[src/rtl/vga_arb_pkg.sv]
// Shared types and default sizing for the VGA frame-buffer arbiter.
// Optional grant statistics are enabled with the VGA_ARB_STATS_EN macro.
package vga_arb_pkg;

  localparam int ADDR_W_DEF        = 19;
  localparam int DATA_W_DEF        = 16;
  localparam int MAX_OUT_DEF       = 4;
  localparam int HOST_MAX_WAIT_DEF = 64;

  typedef enum logic [1:0] {
    IDLE     = 2'd0,
    OWN_DISP = 2'd1,
    OWN_HOST = 2'd2
  } arb_state_t;

  // Identifies a requester, both as a read-return tag and as the last grantee.
  typedef enum logic {
    TAG_DISP = 1'b0,
    TAG_HOST = 1'b1
  } tag_t;

endpackage

[src/rtl/vga_tag_fifo.sv]
// In-order tag FIFO recording which requester owns each outstanding read.
// The caller guarantees no push when full (unless popping) and no pop when empty.
module vga_tag_fifo
  import vga_arb_pkg::*;
#(
  parameter  int DEPTH = MAX_OUT_DEF,
  localparam int PTR_W = $clog2(DEPTH),
  localparam int CNT_W = $clog2(DEPTH + 1)
) (
  input  logic             vga_CLK,
  input  logic             rst,
  input  logic             push,
  input  tag_t             push_tag,
  input  logic             pop,
  output tag_t             head,
  output logic [CNT_W-1:0] count,
  output logic             empty,
  output logic             full
);

  tag_t             mem [DEPTH];
  logic [PTR_W-1:0] wr_ptr;
  logic [PTR_W-1:0] rd_ptr;

  // NOTE: the storage array has no reset; only pointers and count need a
  // defined value, and leaving the array unreset lets it map onto plain flops/RAM.
  always_ff @(posedge vga_CLK) begin
    if (push) mem[wr_ptr] <= push_tag;
  end

  // NOTE: sequential state uses non-blocking assignments so every register
  // samples pre-edge values regardless of statement order.
  always_ff @(posedge vga_CLK) begin
    if (rst) begin
      wr_ptr <= '0;
      rd_ptr <= '0;
      count  <= '0;
    end else begin
      if (push) wr_ptr <= wr_ptr + 1'b1;
      if (pop)  rd_ptr <= rd_ptr + 1'b1;
      unique case ({push, pop})
        2'b10:   count <= count + 1'b1;
        2'b01:   count <= count - 1'b1;
        default: count <= count;
      endcase
    end
  end

  assign head  = mem[rd_ptr];
  assign empty = (count == '0);
  assign full  = (count == CNT_W'(DEPTH));

endmodule

[src/rtl/vga_fb_arbiter.sv]
// Arbitrates one single-port frame-buffer interface between the display fetcher
// and a host port; define VGA_ARB_STATS_EN to add grant counters.
module vga_fb_arbiter
  import vga_arb_pkg::*;
#(
  parameter int ADDR_W        = ADDR_W_DEF,
  parameter int DATA_W        = DATA_W_DEF,
  parameter int MAX_OUT       = MAX_OUT_DEF,
  parameter int HOST_MAX_WAIT = HOST_MAX_WAIT_DEF
) (
  input  logic              vga_CLK,
  input  logic              rst,
  input  logic              blank,
  input  logic              disp_req,
  input  logic [ADDR_W-1:0] disp_addr,
  output logic              disp_ack,
  output logic [DATA_W-1:0] disp_rdata,
  output logic              disp_rvalid,
  input  logic              host_req,
  input  logic              host_we,
  input  logic [ADDR_W-1:0] host_addr,
  input  logic [DATA_W-1:0] host_wdata,
  output logic              host_ack,
  output logic [DATA_W-1:0] host_rdata,
  output logic              host_rvalid,
  output logic              mem_req,
  output logic              mem_we,
  output logic [ADDR_W-1:0] mem_addr,
  output logic [DATA_W-1:0] mem_wdata,
  input  logic              mem_ack,
  input  logic [DATA_W-1:0] mem_rdata,
  input  logic              mem_rvalid,
  output logic              err
`ifdef VGA_ARB_STATS_EN
  ,
  input  logic              stats_clr,
  output logic [31:0]       disp_grants,
  output logic [31:0]       host_grants
`endif
);

  localparam int CNT_W  = $clog2(MAX_OUT + 1);
  localparam int WAIT_W = $clog2(HOST_MAX_WAIT + 1);

  arb_state_t        state;
  arb_state_t        state_nxt;
  tag_t              last;
  logic [WAIT_W-1:0] host_wait;
  logic              grant_valid;
  logic              grant_host;

  logic              fifo_push;
  logic              fifo_pop;
  tag_t              fifo_head;
  logic [CNT_W-1:0]  fifo_count;
  logic              fifo_empty;
  logic              fifo_full;
  logic [DATA_W-1:0] rdata_q;

  logic rd_room;
  logic disp_elig;
  logic host_elig;
  logic host_forced;

  assign rd_room     = (fifo_count < CNT_W'(MAX_OUT));
  assign disp_elig   = disp_req && rd_room;
  assign host_elig   = host_req && (host_we || rd_room);
  assign host_forced = (host_wait >= WAIT_W'(HOST_MAX_WAIT));

  always_ff @(posedge vga_CLK) begin
    if (rst) state <= IDLE;
    else     state <= state_nxt;
  end

  // NOTE: every output of this block gets a default first so no path leaves
  // a signal unassigned, which would otherwise infer a latch.
  always_comb begin
    state_nxt   = state;
    grant_valid = 1'b0;
    grant_host  = 1'b0;
    mem_req     = 1'b0;
    mem_we      = 1'b0;
    mem_addr    = '0;
    mem_wdata   = '0;
    disp_ack    = 1'b0;
    host_ack    = 1'b0;
    unique case (state)
      IDLE: begin
        if (blank) begin
          // Active video: display first unless the host has waited too long.
          if (host_elig && (host_forced || !disp_elig)) begin
            grant_valid = 1'b1;
            grant_host  = 1'b1;
          end else if (disp_elig) begin
            grant_valid = 1'b1;
          end
        end else if (disp_elig && host_elig) begin
          grant_valid = 1'b1;
          grant_host  = (last == TAG_DISP);
        end else if (disp_elig || host_elig) begin
          grant_valid = 1'b1;
          grant_host  = host_elig;
        end
        if (grant_valid) state_nxt = grant_host ? OWN_HOST : OWN_DISP;
      end
      OWN_DISP: begin
        mem_req  = 1'b1;
        mem_addr = disp_addr;
        disp_ack = mem_ack;
        if (mem_ack) state_nxt = IDLE;
      end
      OWN_HOST: begin
        mem_req   = 1'b1;
        mem_we    = host_we;
        mem_addr  = host_addr;
        mem_wdata = host_wdata;
        host_ack  = mem_ack;
        if (mem_ack) state_nxt = IDLE;
      end
      default: state_nxt = IDLE;
    endcase
  end

  always_ff @(posedge vga_CLK) begin
    if (rst) begin
      last      <= TAG_DISP;
      host_wait <= '0;
    end else begin
      if (grant_valid) last <= grant_host ? TAG_HOST : TAG_DISP;
      if (host_ack)
        host_wait <= '0;
      else if (host_req && (state != OWN_HOST) && (host_wait != '1))
        host_wait <= host_wait + 1'b1;
    end
  end

  assign fifo_push = mem_req && mem_ack && !mem_we && (!fifo_full || fifo_pop);
  assign fifo_pop  = mem_rvalid && !fifo_empty;

  vga_tag_fifo #(
    .DEPTH (MAX_OUT)
  ) u_tag_fifo (
    .vga_CLK  (vga_CLK),
    .rst      (rst),
    .push     (fifo_push),
    .push_tag ((state == OWN_HOST) ? TAG_HOST : TAG_DISP),
    .pop      (fifo_pop),
    .head     (fifo_head),
    .count    (fifo_count),
    .empty    (fifo_empty),
    .full     (fifo_full)
  );

  // Returns with no outstanding tag are dropped and flagged until reset.
  always_ff @(posedge vga_CLK) begin
    if (rst) begin
      rdata_q     <= '0;
      disp_rvalid <= 1'b0;
      host_rvalid <= 1'b0;
      err         <= 1'b0;
    end else begin
      disp_rvalid <= fifo_pop && (fifo_head == TAG_DISP);
      host_rvalid <= fifo_pop && (fifo_head == TAG_HOST);
      if (fifo_pop) rdata_q <= mem_rdata;
      if (mem_rvalid && fifo_empty) err <= 1'b1;
    end
  end

  assign disp_rdata = rdata_q;
  assign host_rdata = rdata_q;

`ifdef VGA_ARB_STATS_EN
  always_ff @(posedge vga_CLK) begin
    if (rst || stats_clr) begin
      disp_grants <= '0;
      host_grants <= '0;
    end else begin
      if (disp_ack && (disp_grants != '1)) disp_grants <= disp_grants + 32'd1;
      if (host_ack && (host_grants != '1)) host_grants <= host_grants + 32'd1;
    end
  end
`endif

endmodule

[config.mk]
export PLATFORM = sky130hd
export DESIGN_NAME = vga_fb_arbiter
export DESIGN_NICKNAME = d
export VERILOG_FILES = /design/src/rtl/vga_arb_pkg.sv /design/src/rtl/vga_tag_fifo.sv /design/src/rtl/vga_fb_arbiter.sv
export SDC_FILE = /design/constraint.sdc
export NUM_CORES = 1
export LEC_CHECK = 0
export BUFFER_PORTS_ARGS = -buffer_cell sky130_fd_sc_hd__buf_2
export CAP_MARGIN = 20
export CORE_AREA = 4 4 77 79
export CTS_CLUSTER_DIAMETER = 150
export DETAILED_ROUTE_END_ITERATION = 8
export DIE_AREA = 0 0 81 83
export PLACE_DENSITY = 0.84
export RECOVER_POWER = 100
export SKIP_LAST_GASP = 1
export SLEW_MARGIN = 10
export SYNTH_ARGS = -nofsm -noshare
export SYNTH_HDL_FRONTEND = slang
export SYNTH_SLANG_ARGS = --single-unit
export TNS_END_PERCENT = 5
[constraint.sdc]
create_clock -name vga_CLK -period 4.8 [get_ports vga_CLK]
set_input_delay 0.24 -clock vga_CLK [delete_from_list [all_inputs] [get_ports vga_CLK]]
set_output_delay 0.24 -clock vga_CLK [all_outputs]
set_load 0.01 [all_outputs]
* Word level (Yosys, flattened, before mapping)
Memory sizes are Yosys's and may differ from the RTL's. A register that Yosys moved wholly into a read port is not among the register bits.
Cells that the tools add are included.
** Storage, ports and cells
- Bits in registers :: 36
- Bits in writable memories :: 4
- Bits of input ports :: 78
- Output and inout bits :: 74
- Logic and storage cells :: 86
- Memories :: 1
** Memories
- u_tag_fifo.mem :: words 4, width 1, read ports 1, clocked after memory_dff 1, write ports 1, RTL line vga_tag_fifo.sv:21 : tag_t mem [DEPTH];
** Cells by class
- Add/subtract/negate cells :: 5
- Order comparisons :: 2
- Eq/ne operators :: 9
- Muxes and demuxes :: 30
- Bitwise logic cells :: 2
- Reductions and logical operators :: 27
** Operator list (number)
- $pmux 19 s2 :: 1
- $mux 1 :: 21
- $mux 16 :: 1
- $logic_and 1x1->1 :: 13
- $mux 2 :: 5
- $add 7x1->7 const B :: 1
- $ge 7x7->1 const B :: 1
- $ne 7x7->1 const B :: 1
- $pmux 3 s2 :: 1
- $add 2x1->2 const B :: 2
- $eq 2x1->1 const B :: 2
- $eq 2x2->1 const B :: 2
- $logic_not 1->1 :: 4
- $logic_or 1x1->1 :: 4
- $ne 2x2->1 const B :: 2
- $pmux 2 s2 :: 1
- $reduce_or 2->1 :: 2
- $add 3x1->3 const B :: 1
- $eq 3x3->1 const B :: 1
- $logic_not 3->1 :: 1
- $lt 3x3->1 const B :: 1
- $sub 3x1->3 const B :: 1
- $logic_not 2->1 :: 1
- $ne 2x1->1 const B :: 1
- other kinds (3) :: 4

* Longest topological paths before layout
Gate-level depths: netlist (run 1).
- Word-level depth :: 11
- Gate-level depth with buffers :: 11
- Gate-level depth less buffers :: 11

* Hierarchy
A second synthesis (run 1) with hierarchy kept.
** Unflattened totals
- Cells, all modules :: 275
- Area, all modules :: 2302.2 µm²
** Modules (own cells, without submodules)
- vga_fb_arbiter :: instances 1, cells an instance 223, area each 1725.4 µm², sequential area each 580.6 µm²
- vga_tag_fifo :: instances 1, cells an instance 52, area each 576.8 µm², sequential area each 300.3 µm²

* Worst setup path after synthesis (run 1)
Ideal clock, no wire load.
- Path kind :: reg2reg
- From :: register state[0]
- To :: register u_tag_fifo.count[2]
- Setup time :: 0.071 ns
- Data arrival time :: 2.175 ns
- Data required time :: 4.729 ns
- Setup slack :: 2.555 ns
- Cell stages (with the launch flop) :: 12
- Path buffers :: 0
- Clock period less this slack :: 2.245 ns
- Cell sequence :: dfxtp_1 > inv_1 > ha_1 > and2_1 > nor3_2 > inv_1 > ha_1 > inv_1 > fa_1 > xor2_1 > or3_1 > a21oi_1
** Between the ends
- Elaborated cells on any way between the ends :: 13
- Those cells by class :: eq/ne (4); mux (3); reduce/logical (6)
** RTL lines
- start, declared :: RTL line vga_fb_arbiter.sv:45 : arb_state_t state;
- start signal, assigned :: RTL line vga_fb_arbiter.sv:72 : else state <= state_nxt;
- $eq 2x2->1 * :: RTL line vga_fb_arbiter.sv:87 : unique case (state)
- $mux 1 * :: RTL line vga_fb_arbiter.sv:87
- net mem_we :: RTL line vga_fb_arbiter.sv:27 : output logic mem_we,
- $logic_not 1->1 * :: RTL line vga_fb_arbiter.sv:137 : assign fifo_push = mem_req && mem_ack && !mem_we && (!fifo_full || fifo_pop);
- $logic_and 1x1->1 * (2 in series) :: RTL line vga_fb_arbiter.sv:137
- $eq 2x1->1 or $eq 2x2->1 (tied branches) :: RTL line vga_tag_fifo.sv:41 : unique case ({push, pop})
- $pmux 3 s2 or $reduce_bool 2->1 (tied branches)
- end signal, assigned :: RTL line vga_tag_fifo.sv:42 : 2'b10: count <= count + 1'b1;
- end signal, assigned :: RTL line vga_tag_fifo.sv:43 : 2'b01: count <= count - 1'b1;
- end signal, assigned :: RTL line vga_tag_fifo.sv:44 : default: count <= count;
- end, declared :: RTL line vga_tag_fifo.sv:16 : output logic [CNT_W-1:0] count,
Mark *: on every way through the listed nets, which the timed path passes. The rest lies on a longest branch.
A chain may end at the register's enable or synchronous reset.

* Worst setup path in the final report (run 1)
- From :: register u_tag_fifo.count[0]
- To :: register u_tag_fifo.count[2]
** Between the ends
- Cells in the longest elaborated chain, start to end :: 7
- Elaborated cells on any way between the ends :: 13
- Those cells by class :: add/sub (2); eq/ne (3); mux (1); reduce/logical (7)
** RTL lines
- $logic_not 3->1 :: RTL line vga_tag_fifo.sv:50 : assign empty = (count == '0);
- $logic_not 1->1 :: RTL line vga_fb_arbiter.sv:138 : assign fifo_pop = mem_rvalid && !fifo_empty;
- $logic_and 1x1->1 :: RTL line vga_fb_arbiter.sv:138
- $logic_or 1x1->1 :: RTL line vga_fb_arbiter.sv:137
- $logic_and 1x1->1 :: RTL line vga_fb_arbiter.sv:137
- $eq 2x1->1 or $eq 2x2->1 (tied branches) :: RTL line vga_tag_fifo.sv:41
- $pmux 3 s2 or $reduce_bool 2->1 (tied branches)
Parallel ways exist; a longest one is shown, timed or not.

==> metrics.txt, run 1 <==
# TYPE chip_impl_metric gauge
chip_impl_metric{name="final_layout_size_suffix_gt1_share",unit="%"} 24.7
chip_impl_info{name="end_kind",value="flip-flop"} 1
chip_impl_metric{name="initial_standard_cell_utilization_of_the_core",unit="%"} 43.5
chip_impl_metric{name="dpl.hpwl",unit="µm"} 4600
chip_impl_metric{name="synth_nets",unit=""} 364
chip_impl_metric{name="globalRouteOverflowTotal",unit=""} 0
chip_impl_metric{name="hold_viol",unit=""} 0
chip_impl_metric{name="fin_skew",unit="ps"} 8.18
chip_impl_metric{name="synth_compound_gate_area_share",unit="%"} 15.9
chip_impl_metric{name="yosys_warnings",unit=""} 0
chip_impl_metric{name="powerDensity",unit="nW/µm²"} 364
chip_impl_metric{name="die_x",unit="µm"} 81
chip_impl_info{name="worstReg2RegStart",value="u_tag_fifo.count[0]"} 1
chip_impl_metric{name="avgRoutedWirePerCell",unit="µm"} 12.4
chip_impl_metric{name="via_count_of_the_first_global_routing_pass",unit=""} 2300
chip_impl_metric{name="drtAntennaViolNets",unit=""} 0
chip_impl_metric{name="cellInternalPower",unit="mW"} 0.692
chip_impl_metric{name="avgViaCountPerCell",unit=""} 4.89
chip_impl_info{name="cts-root-buf",value="sky130_fd_sc_hd__clkbuf_8"} 1
chip_impl_metric{name="inserted_diodes",unit=""} 0
chip_impl_info{name="worstReg2RegEnd",value="u_tag_fifo.count[2]"} 1
chip_impl_info{name="synth_top_family_by_area",value="simple AND/OR/NAND/NOR gates"} 1
chip_impl_metric{name="sequential_cell_fraction_of_total_power",unit="%"} 40.8
chip_impl_metric{name="clk-insertion-delay-late",unit="ps"} 290
chip_impl_metric{name="detail_route.drc_violations",unit=""} 0
chip_impl_info{name="worst_hold_path_type",value="input pin to flip-flop"} 1
chip_impl_metric{name="grt_util_all_layers",unit="%"} 17.3
chip_impl_info{name="critical_path.startpoint_type",value="flip-flop"} 1
chip_impl_metric{name="fraction_of_power_consumed_by_combinational_cells",unit="%"} 37.9
chip_impl_metric{name="clkSinkCount",unit=""} 42
chip_impl_metric{name="die-area",unit="µm²"} 6720
chip_impl_metric{name="pin_count_of_the_biggest_net_entering_global_routing",unit=""} 43
chip_impl_metric{name="clkTransAtPathRegs",unit="ps"} 80
chip_impl_info{name="synth.most_common_cell",value="sky130_fd_sc_hd__dfxtp_1"} 1
chip_impl_metric{name="grt.met2_usage",unit="%"} 31.7
chip_impl_metric{name="design.portCount",unit=""} 152
chip_impl_metric{name="worst-r2r-setup-slack",unit="ps"} 1510
chip_impl_metric{name="core_area",unit="µm²"} 5340
chip_impl_metric{name="gr-usage-met1",unit="%"} 18.4
chip_impl_metric{name="post_synthesis_mux_area_share",unit="%"} 1.40
chip_impl_metric{name="crit_path_max_fanout",unit=""} 19
chip_impl_metric{name="setup_viol",unit=""} 0
chip_impl_metric{name="number_of_buffers_added_to_fix_hold_violations_after_cts",unit=""} 0
chip_impl_metric{name="syn-cell-area",unit="µm²"} 2320
chip_impl_metric{name="static-leakage-power",unit="nW"} 1.19
chip_impl_metric{name="global_routing_met3_resource_utilization",unit="%"} 4.56
chip_impl_metric{name="gpl.final_weighted_congestion",unit=""} 0.778
chip_impl_metric{name="crit_arrival",unit="ps"} 3510
chip_impl_metric{name="timing.final.crit_share",unit="%"} 68.5
chip_impl_metric{name="ir_worst_vdd",unit="mV"} 0.147
chip_impl_metric{name="max_slew_margin",unit="%"} 1.12
chip_impl_info{name="setup_repair_after_global_routing_missed_its_margin",value="no"} 1
chip_impl_metric{name="die_h",unit="µm"} 83
chip_impl_metric{name="synth_xor_area_share",unit="%"} 2.64
chip_impl_metric{name="synthDominantCellAreaShare",unit="%"} 32.7
chip_impl_metric{name="route.vias.total",unit=""} 2334
chip_impl_metric{name="synth_sequential_area_ratio",unit="%"} 37.9
chip_impl_metric{name="detailedRoute.firstPassIterationCount",unit=""} 4
chip_impl_metric{name="cap_violations",unit=""} 0
chip_impl_metric{name="drt_iter0_drc",unit=""} 32
chip_impl_info{name="yosysTopAreaCell",value="sky130_fd_sc_hd__dfxtp_1"} 1
chip_impl_metric{name="worst-slew-pin-transition",unit="ps"} 1480
chip_impl_metric{name="netSwitchingPower",unit="mW"} 0.396
chip_impl_metric{name="yosys_register_bits",unit=""} 42
chip_impl_info{name="critical_path.startpoint",value="u_tag_fifo.count[0]"} 1
chip_impl_metric{name="power.share.clock",unit="%"} 21.3
chip_impl_info{name="synthTopCellsByCount",value="sky130_fd_sc_hd__dfxtp_1 (38), sky130_fd_sc_hd__nand2_1 (36), sky130_fd_sc_hd__a21oi_1 (25)"} 1
chip_impl_metric{name="timing.critical_path.required",unit="ps"} 5020
chip_impl_metric{name="layout-area-overhead-vs-synth",unit="%"} 28.5
chip_impl_metric{name="finish.net_count",unit=""} 492
chip_impl_info{name="run_status",value="completed"} 1
chip_impl_info{name="synthTopCellsByArea",value="sky130_fd_sc_hd__dfxtp_1 (33%), sky130_fd_sc_hd__and2_1 (6.2%), sky130_fd_sc_hd__nor2b_1 (6.2%)"} 1
chip_impl_info{name="grt_busiest_layer",value="met2"} 1
chip_impl_metric{name="asyncSetResetFlopFracSynth",unit="%"} 0
chip_impl_info{name="endpoint",value="u_tag_fifo.count[2]"} 1
chip_impl_metric{name="grt_first_pass_wirelength",unit="µm"} 9580
chip_impl_info{name="yosys_most_used_dff",value="sky130_fd_sc_hd__dfxtp_1"} 1
chip_impl_metric{name="ctsResizeCount",unit=""} 0
chip_impl_metric{name="rows",unit=""} 27
chip_impl_info{name="hold_path.startpoint",value="mem_rdata[11]"} 1
chip_impl_metric{name="synth_instances",unit=""} 276
chip_impl_metric{name="timing.hold.ws",unit="ps"} 177
chip_impl_metric{name="post_synth_fa_ha_maj_area_fraction",unit="%"} 5.71
chip_impl_metric{name="fin_setup_tns",unit="ps"} 0
chip_impl_metric{name="p_sw_share",unit="%"} 36.4
chip_impl_metric{name="input_output_buffers",unit=""} 151
chip_impl_metric{name="synth-edff-count",unit=""} 4
chip_impl_metric{name="synth_area_per_cell",unit="µm²"} 8.42
chip_impl_metric{name="fmax",unit="MHz"} 304
chip_impl_metric{name="period_needed",unit="ps"} 3290
chip_impl_metric{name="synth-simple-area-share",unit="%"} 26.2
chip_impl_metric{name="htree_num_levels",unit=""} 2
chip_impl_info{name="cts_tree",value="done"} 1
chip_impl_metric{name="synth_cell_types",unit=""} 45
chip_impl_metric{name="cts_buffers",unit=""} 5
chip_impl_info{name="criticalPathCategory",value="flip-flop to flip-flop"} 1
chip_impl_metric{name="finalWirelength",unit="µm"} 5930
chip_impl_metric{name="number_of_buffers_inserted_by_post_cts_setup_repair",unit=""} 0
chip_impl_metric{name="ff_to_ff_path_depth",unit=""} 9
chip_impl_metric{name="number_of_buffers_on_the_longest_clock_path",unit=""} 2
chip_impl_metric{name="antenna_violations_before_repair",unit=""} 0
chip_impl_metric{name="finalMaxSlewViolations",unit=""} 0
[per-stage QoR]
step / cells / util [%] / worst slack (ps) / total power, mW / instance area (µm²)
2_1_floorplan: 276 / - / 2550 / 0.772 / 2320
3_3_place_gp: 469 / 56.0 / 2140 / 0.875 / 2990
3_5_place_dp: 469 / 56.0 / 2080 / 0.890 / 2990
4_1_cts: 477 / 57.8 / 2040 / 1.13 / 3090
5_1_grt: 477 / 55.9 / 1180 / 1.17 / 2990
6_report: 477 / 55.9 / 1510 / 1.09 / 2990
[worst min path at each step]
| stage | slack [ps] | depth (start not counted) | to |
|---|---|---|---|
| 2_1_floorplan | 380 | 2 | disp_rdata[0] |
| 3_3_place_gp | 450 | 2 | disp_rdata[4] |
| 3_5_place_dp | 460 | 2 | disp_rdata[4] |
| 4_1_cts | 170 | 3 | disp_rdata[4] |
| 5_1_grt | 170 | 3 | disp_rdata[7] |
| 6_report | 180 | 3 | disp_rdata[11] |
[power by group through the flow]
| stage | Sequential (mW) | Clock [mW] | Combinational (mW) |
|---|---|---|---|
| after floorplan | 0.459 | 0 | 0.313 |
| after global placement | 0.447 | 0 | 0.427 |
| after detailed placement | 0.451 | 0 | 0.439 |
| after CTS | 0.443 | 0.242 | 0.443 |
| after global routing | 0.452 | 0.256 | 0.466 |
| final | 0.444 | 0.231 | 0.412 |
[layout make-up]
type	instances	area (µm²)
multi-input cells	190	1190
inverters	13	50.0
clock inverters	2	12.5
fillers	543	2350
repair buffers	152	679
well taps	72	90.1
flip-flops and latches	42	881
clock buffers	6	82.6
[worst max-delay path, stage by stage (launching register included)]
cell and delay [ps]:
sky130_fd_sc_hd__dfxtp_1 350, sky130_fd_sc_hd__nor3_1 220, sky130_fd_sc_hd__nand2b_1 580, sky130_fd_sc_hd__clkinvlp_2 810
sky130_fd_sc_hd__ha_1 480, sky130_fd_sc_hd__inv_1 70, sky130_fd_sc_hd__fa_1 170, sky130_fd_sc_hd__xor2_1 80
sky130_fd_sc_hd__or3_1 320, sky130_fd_sc_hd__a21oi_1 140
[cell families (layout without fill, tap and decap cells)]
group / after synthesis / after routing
compound gates: 57 / 57
xor+xnor: 7 / 7
fa+ha+maj: 10 / 10
buf+inv: 44 / 173
flops: 42 / 42
mux: 2 / 2
simple gates: 114 / 114
[layer usage]
| layer | wire length (µm) | up-vias |
|---|---|---|
| met5 | 0 | - |
| met4 | 86 | 0 |
| met3 | 623 | 8 |
| met2 | 2900 | 113 |
| met1 | 2320 | 1044 |
| li1 | - | 1169 |
[sequential cells by signal (all words and copies together) (netlist names), named ones only]
| signal | cells |
|---|---|
| disp_rdata | 16 |
| u_tag_fifo.count | 3 |
| u_tag_fifo.mem | 4 |
| err | 1 |
| disp_rvalid | 1 |
| host_wait | 7 |
| host_rvalid | 1 |
| last | 1 |
| u_tag_fifo.rd_ptr | 2 |
| u_tag_fifo.wr_ptr | 2 |
| state | 2 |
[layout by cell type, fill, tap and decap left out, drive strengths merged, types with 2 or more instances in the layout]
cell type  netlist  layout
buf             21      87
clkbuf          10      71
dfxtp           38      38
nand2           36      36
a21oi           25      25
nor2b           23      23
and2            23      23
a22oi           19      19
inv             13      12
nor2            12      12
ha               9       9
xor2             4       4
edfxtp           4       4
nor3             3       3
o21ai            3       3
xnor2            3       3
nand3            3       3
nand2b           2       2
o32ai            2       2
a211oi           2       2
nand4            2       2
clkinvlp         0       2
and3             2       2
Power figures use the tool's default switching activity.
==> run 2: changes to the inputs <==
CORE_AREA = 4 4 80 82   (was 4 4 77 79)
DIE_AREA = 0 0 84 86   (was 0 0 81 83)
PLACE_DENSITY = 0.78   (was 0.84)
clock period = 3.31 ns   (was 4.8 ns; I/O delays follow)
==> metrics.txt, run 2 (synthesis results as in run 1) <==
# TYPE chip_impl_metric gauge
chip_impl_info{name="run_status",value="finished, violations left"} 1
chip_impl_info{name="violated_checks",value="capacitance limit, slew limit"} 1
chip_impl_metric{name="cts_buffers",unit=""} 5
chip_impl_metric{name="power.share.clock",unit="%"} 25.6
chip_impl_metric{name="die_x",unit="µm"} 84
chip_impl_metric{name="die-area",unit="µm²"} 7220
chip_impl_metric{name="ctsResizeCount",unit=""} 0
chip_impl_metric{name="via_count_of_the_first_global_routing_pass",unit=""} 2256
chip_impl_metric{name="max_stage_delay",unit="ps"} 1110
chip_impl_metric{name="final_layout_size_suffix_gt1_share",unit="%"} 24.6
chip_impl_metric{name="finalMaxSlewViolations",unit=""} 44
chip_impl_metric{name="route.vias.total",unit=""} 2330
chip_impl_metric{name="dp_slack",unit="ps"} 625
chip_impl_metric{name="fin_setup_tns",unit="ps"} 0
chip_impl_metric{name="layout-area-overhead-vs-synth",unit="%"} 30.9
chip_impl_metric{name="grt_first_pass_wirelength",unit="µm"} 9520
chip_impl_metric{name="drtAntennaViolNets",unit=""} 0
chip_impl_metric{name="pin_count_of_the_biggest_net_entering_global_routing",unit=""} 44
chip_impl_info{name="worst_hold_path_type",value="input pin to flip-flop"} 1
chip_impl_metric{name="gr-usage-met1",unit="%"} 15.5
chip_impl_metric{name="core_area",unit="µm²"} 5750
chip_impl_metric{name="p_sw_share",unit="%"} 34.6
chip_impl_metric{name="grt.met2_usage",unit="%"} 30.4
chip_impl_info{name="end_kind",value="primary output"} 1
chip_impl_metric{name="number_of_buffers_inserted_by_post_cts_setup_repair",unit=""} 0
chip_impl_metric{name="cellInternalPower",unit="mW"} 1.10
chip_impl_metric{name="avgRoutedWirePerCell",unit="µm"} 12.5
chip_impl_metric{name="setup_ws",unit="ps"} 510
chip_impl_metric{name="report.power.total",unit="mW"} 1.68
chip_impl_metric{name="input_output_buffers",unit=""} 151
chip_impl_metric{name="initial_standard_cell_utilization_of_the_core",unit="%"} 40.4
chip_impl_info{name="criticalPathCategory",value="flip-flop to primary output"} 1
chip_impl_metric{name="fmax",unit="MHz"} 357
chip_impl_metric{name="clk-insertion-delay-late",unit="ps"} 290
chip_impl_metric{name="antenna_violations_before_repair",unit=""} 0
chip_impl_metric{name="gpl.final_weighted_congestion",unit=""} 0.811
chip_impl_info{name="critical_path.slowest_cell",value="sky130_fd_sc_hd__clkbuf_1"} 1
chip_impl_info{name="cts_tree",value="done"} 1
chip_impl_metric{name="max_slew_margin",unit="%"} -2.10
chip_impl_metric{name="number_of_buffers_on_the_longest_clock_path",unit=""} 2
chip_impl_metric{name="global_routing_met3_resource_utilization",unit="%"} 4.32
chip_impl_metric{name="worst-slew-pin-transition",unit="ps"} 1530
chip_impl_info{name="cts-root-buf",value="sky130_fd_sc_hd__clkbuf_8"} 1
chip_impl_metric{name="hold_viol",unit=""} 0
chip_impl_metric{name="clkTransAtPathRegs",unit="ps"} 80
chip_impl_metric{name="drt_iter0_drc",unit=""} 89
chip_impl_metric{name="static-leakage-power",unit="nW"} 1.21
chip_impl_metric{name="avgViaCountPerCell",unit=""} 4.84
chip_impl_info{name="critPathMostFrequentCell",value="sky130_fd_sc_hd__clkbuf_1"} 1
chip_impl_metric{name="timing.critical_path.required",unit="ps"} 3140
chip_impl_metric{name="crit_path_max_fanout",unit=""} 43
chip_impl_metric{name="htree_num_levels",unit=""} 2
chip_impl_metric{name="dpl.hpwl",unit="µm"} 4730
chip_impl_metric{name="rows",unit=""} 28
chip_impl_metric{name="detailedRoute.firstPassIterationCount",unit=""} 4
chip_impl_metric{name="timing.final.crit_share",unit="%"} 84.6
chip_impl_metric{name="globalRouteOverflowTotal",unit=""} 0
chip_impl_metric{name="sequential_cell_fraction_of_total_power",unit="%"} 38.3
chip_impl_metric{name="fillCellCount",unit=""} 580
chip_impl_metric{name="ir_worst_vdd",unit="mV"} 0.221
chip_impl_info{name="layout.cells.most_common",value="sky130_fd_sc_hd__buf_2"} 1
chip_impl_metric{name="fraction_of_power_consumed_by_combinational_cells",unit="%"} 36.1
chip_impl_info{name="critical_path.startpoint_type",value="flip-flop"} 1
chip_impl_metric{name="netSwitchingPower",unit="mW"} 0.581
chip_impl_metric{name="cap_violations",unit=""} 1
chip_impl_metric{name="finalWirelength",unit="µm"} 6030
chip_impl_metric{name="detail_route.drc_violations",unit=""} 0
chip_impl_info{name="path_cells",value="inv_1, ha_1, clkbuf_1, a22oi_1, nor2b_1, clkbuf_1"} 1
chip_impl_metric{name="fin_skew",unit="ps"} 3.37
chip_impl_metric{name="number_of_buffers_added_to_fix_hold_violations_after_cts",unit=""} 0
chip_impl_metric{name="design.portCount",unit=""} 152
chip_impl_metric{name="die_h",unit="µm"} 86
chip_impl_metric{name="finish.net_count",unit=""} 493
chip_impl_metric{name="clkSinkCount",unit=""} 42
chip_impl_metric{name="multiInputGateArea",unit="µm²"} 1200
chip_impl_metric{name="setup_viol",unit=""} 0
chip_impl_info{name="setup_repair_after_global_routing_missed_its_margin",value="no"} 1
chip_impl_metric{name="powerDensity",unit="nW/µm²"} 553
chip_impl_metric{name="area.sequential",unit="µm²"} 881
chip_impl_metric{name="timing.hold.ws",unit="ps"} 107
chip_impl_metric{name="crit_arrival",unit="ps"} 2630
chip_impl_metric{name="period_needed",unit="ps"} 2800
chip_impl_metric{name="largest_register_ff_count",unit=""} 16
chip_impl_metric{name="inserted_diodes",unit=""} 0
chip_impl_metric{name="grt_util_all_layers",unit="%"} 15.8
chip_impl_info{name="layout_common_cells",value="sky130_fd_sc_hd__buf_2 (86), sky130_fd_sc_hd__clkbuf_1 (67), sky130_fd_sc_hd__dfxtp_1 (38), sky130_fd_sc_hd__nand2_1 (36), sky130_fd_sc_hd__a21oi_1 (25)"} 1
chip_impl_info{name="grt_busiest_layer",value="met2"} 1
[run 2: cell types whose count changed in the layout (fill, tap and decap cells not counted), sizes merged]
cell and change:
buf -1, clkbuf +4, clkinv -1, clkinvlp -2, inv +1
[run 2: path summary, 6_finish.rpt]
kind	slack (ps)	end	depth (start not counted)	start
setup / recovery	510	mem_addr[10]	6	state[0]
hold / removal	110	disp_rdata[9]	3	mem_rdata[9]
setup reg to reg	580	u_tag_fifo.count[2]	11	state[0]
hold reg to reg	470	disp_rdata[9]	2	disp_rdata[9]
[run 2: cell type report]
cell class	instances	share of cell area, %
sequential	42	29.0
inverter	13	1.69
multi-input combinational	190	39.5
timing repair buffer	153	22.4
clock buffer	8	4.36
tap	75	3.09
[run 2: power by group through the flow]
| stage | logic [mW] | clock network [mW] | registers [mW] |
|---|---|---|---|
| 2_1_floorplan | 0.454 | 0 | 0.666 |
| 3_3_place_gp | 0.626 | 0 | 0.649 |
| 3_5_place_dp | 0.643 | 0 | 0.655 |
| 4_1_cts | 0.651 | 0.442 | 0.643 |
| 5_1_grt | 0.682 | 0.460 | 0.656 |
| 6_report | 0.607 | 0.430 | 0.644 |
[run 2: worst max-delay path, delay by kind of cell (launching register included)]
family	cells	cell delay [ps]
AND/OR/NAND/NOR	1	180
adder cells (fa/ha/maj)	1	170
AO/OA/AOI/OAI	1	300
buffers and inverters	3	1370
flip-flops	1	320
[run 2: per-layer routing]
metal  wire (µm)  vias to the layer above
met5           0                        -
met4         138                        0
met3         617                        9
met2        3010                      121
met1        2260                     1028
li1            -                     1172
[run 2: per-stage QoR]
step                cells  utilization [%]  area (µm²)
finish                481             52.9        3040
global route          481             52.9        3040
CTS                   481             54.6        3130
detailed placement    473             52.2        3000
global placement      473             52.2        3000
floorplan             276                -        2320
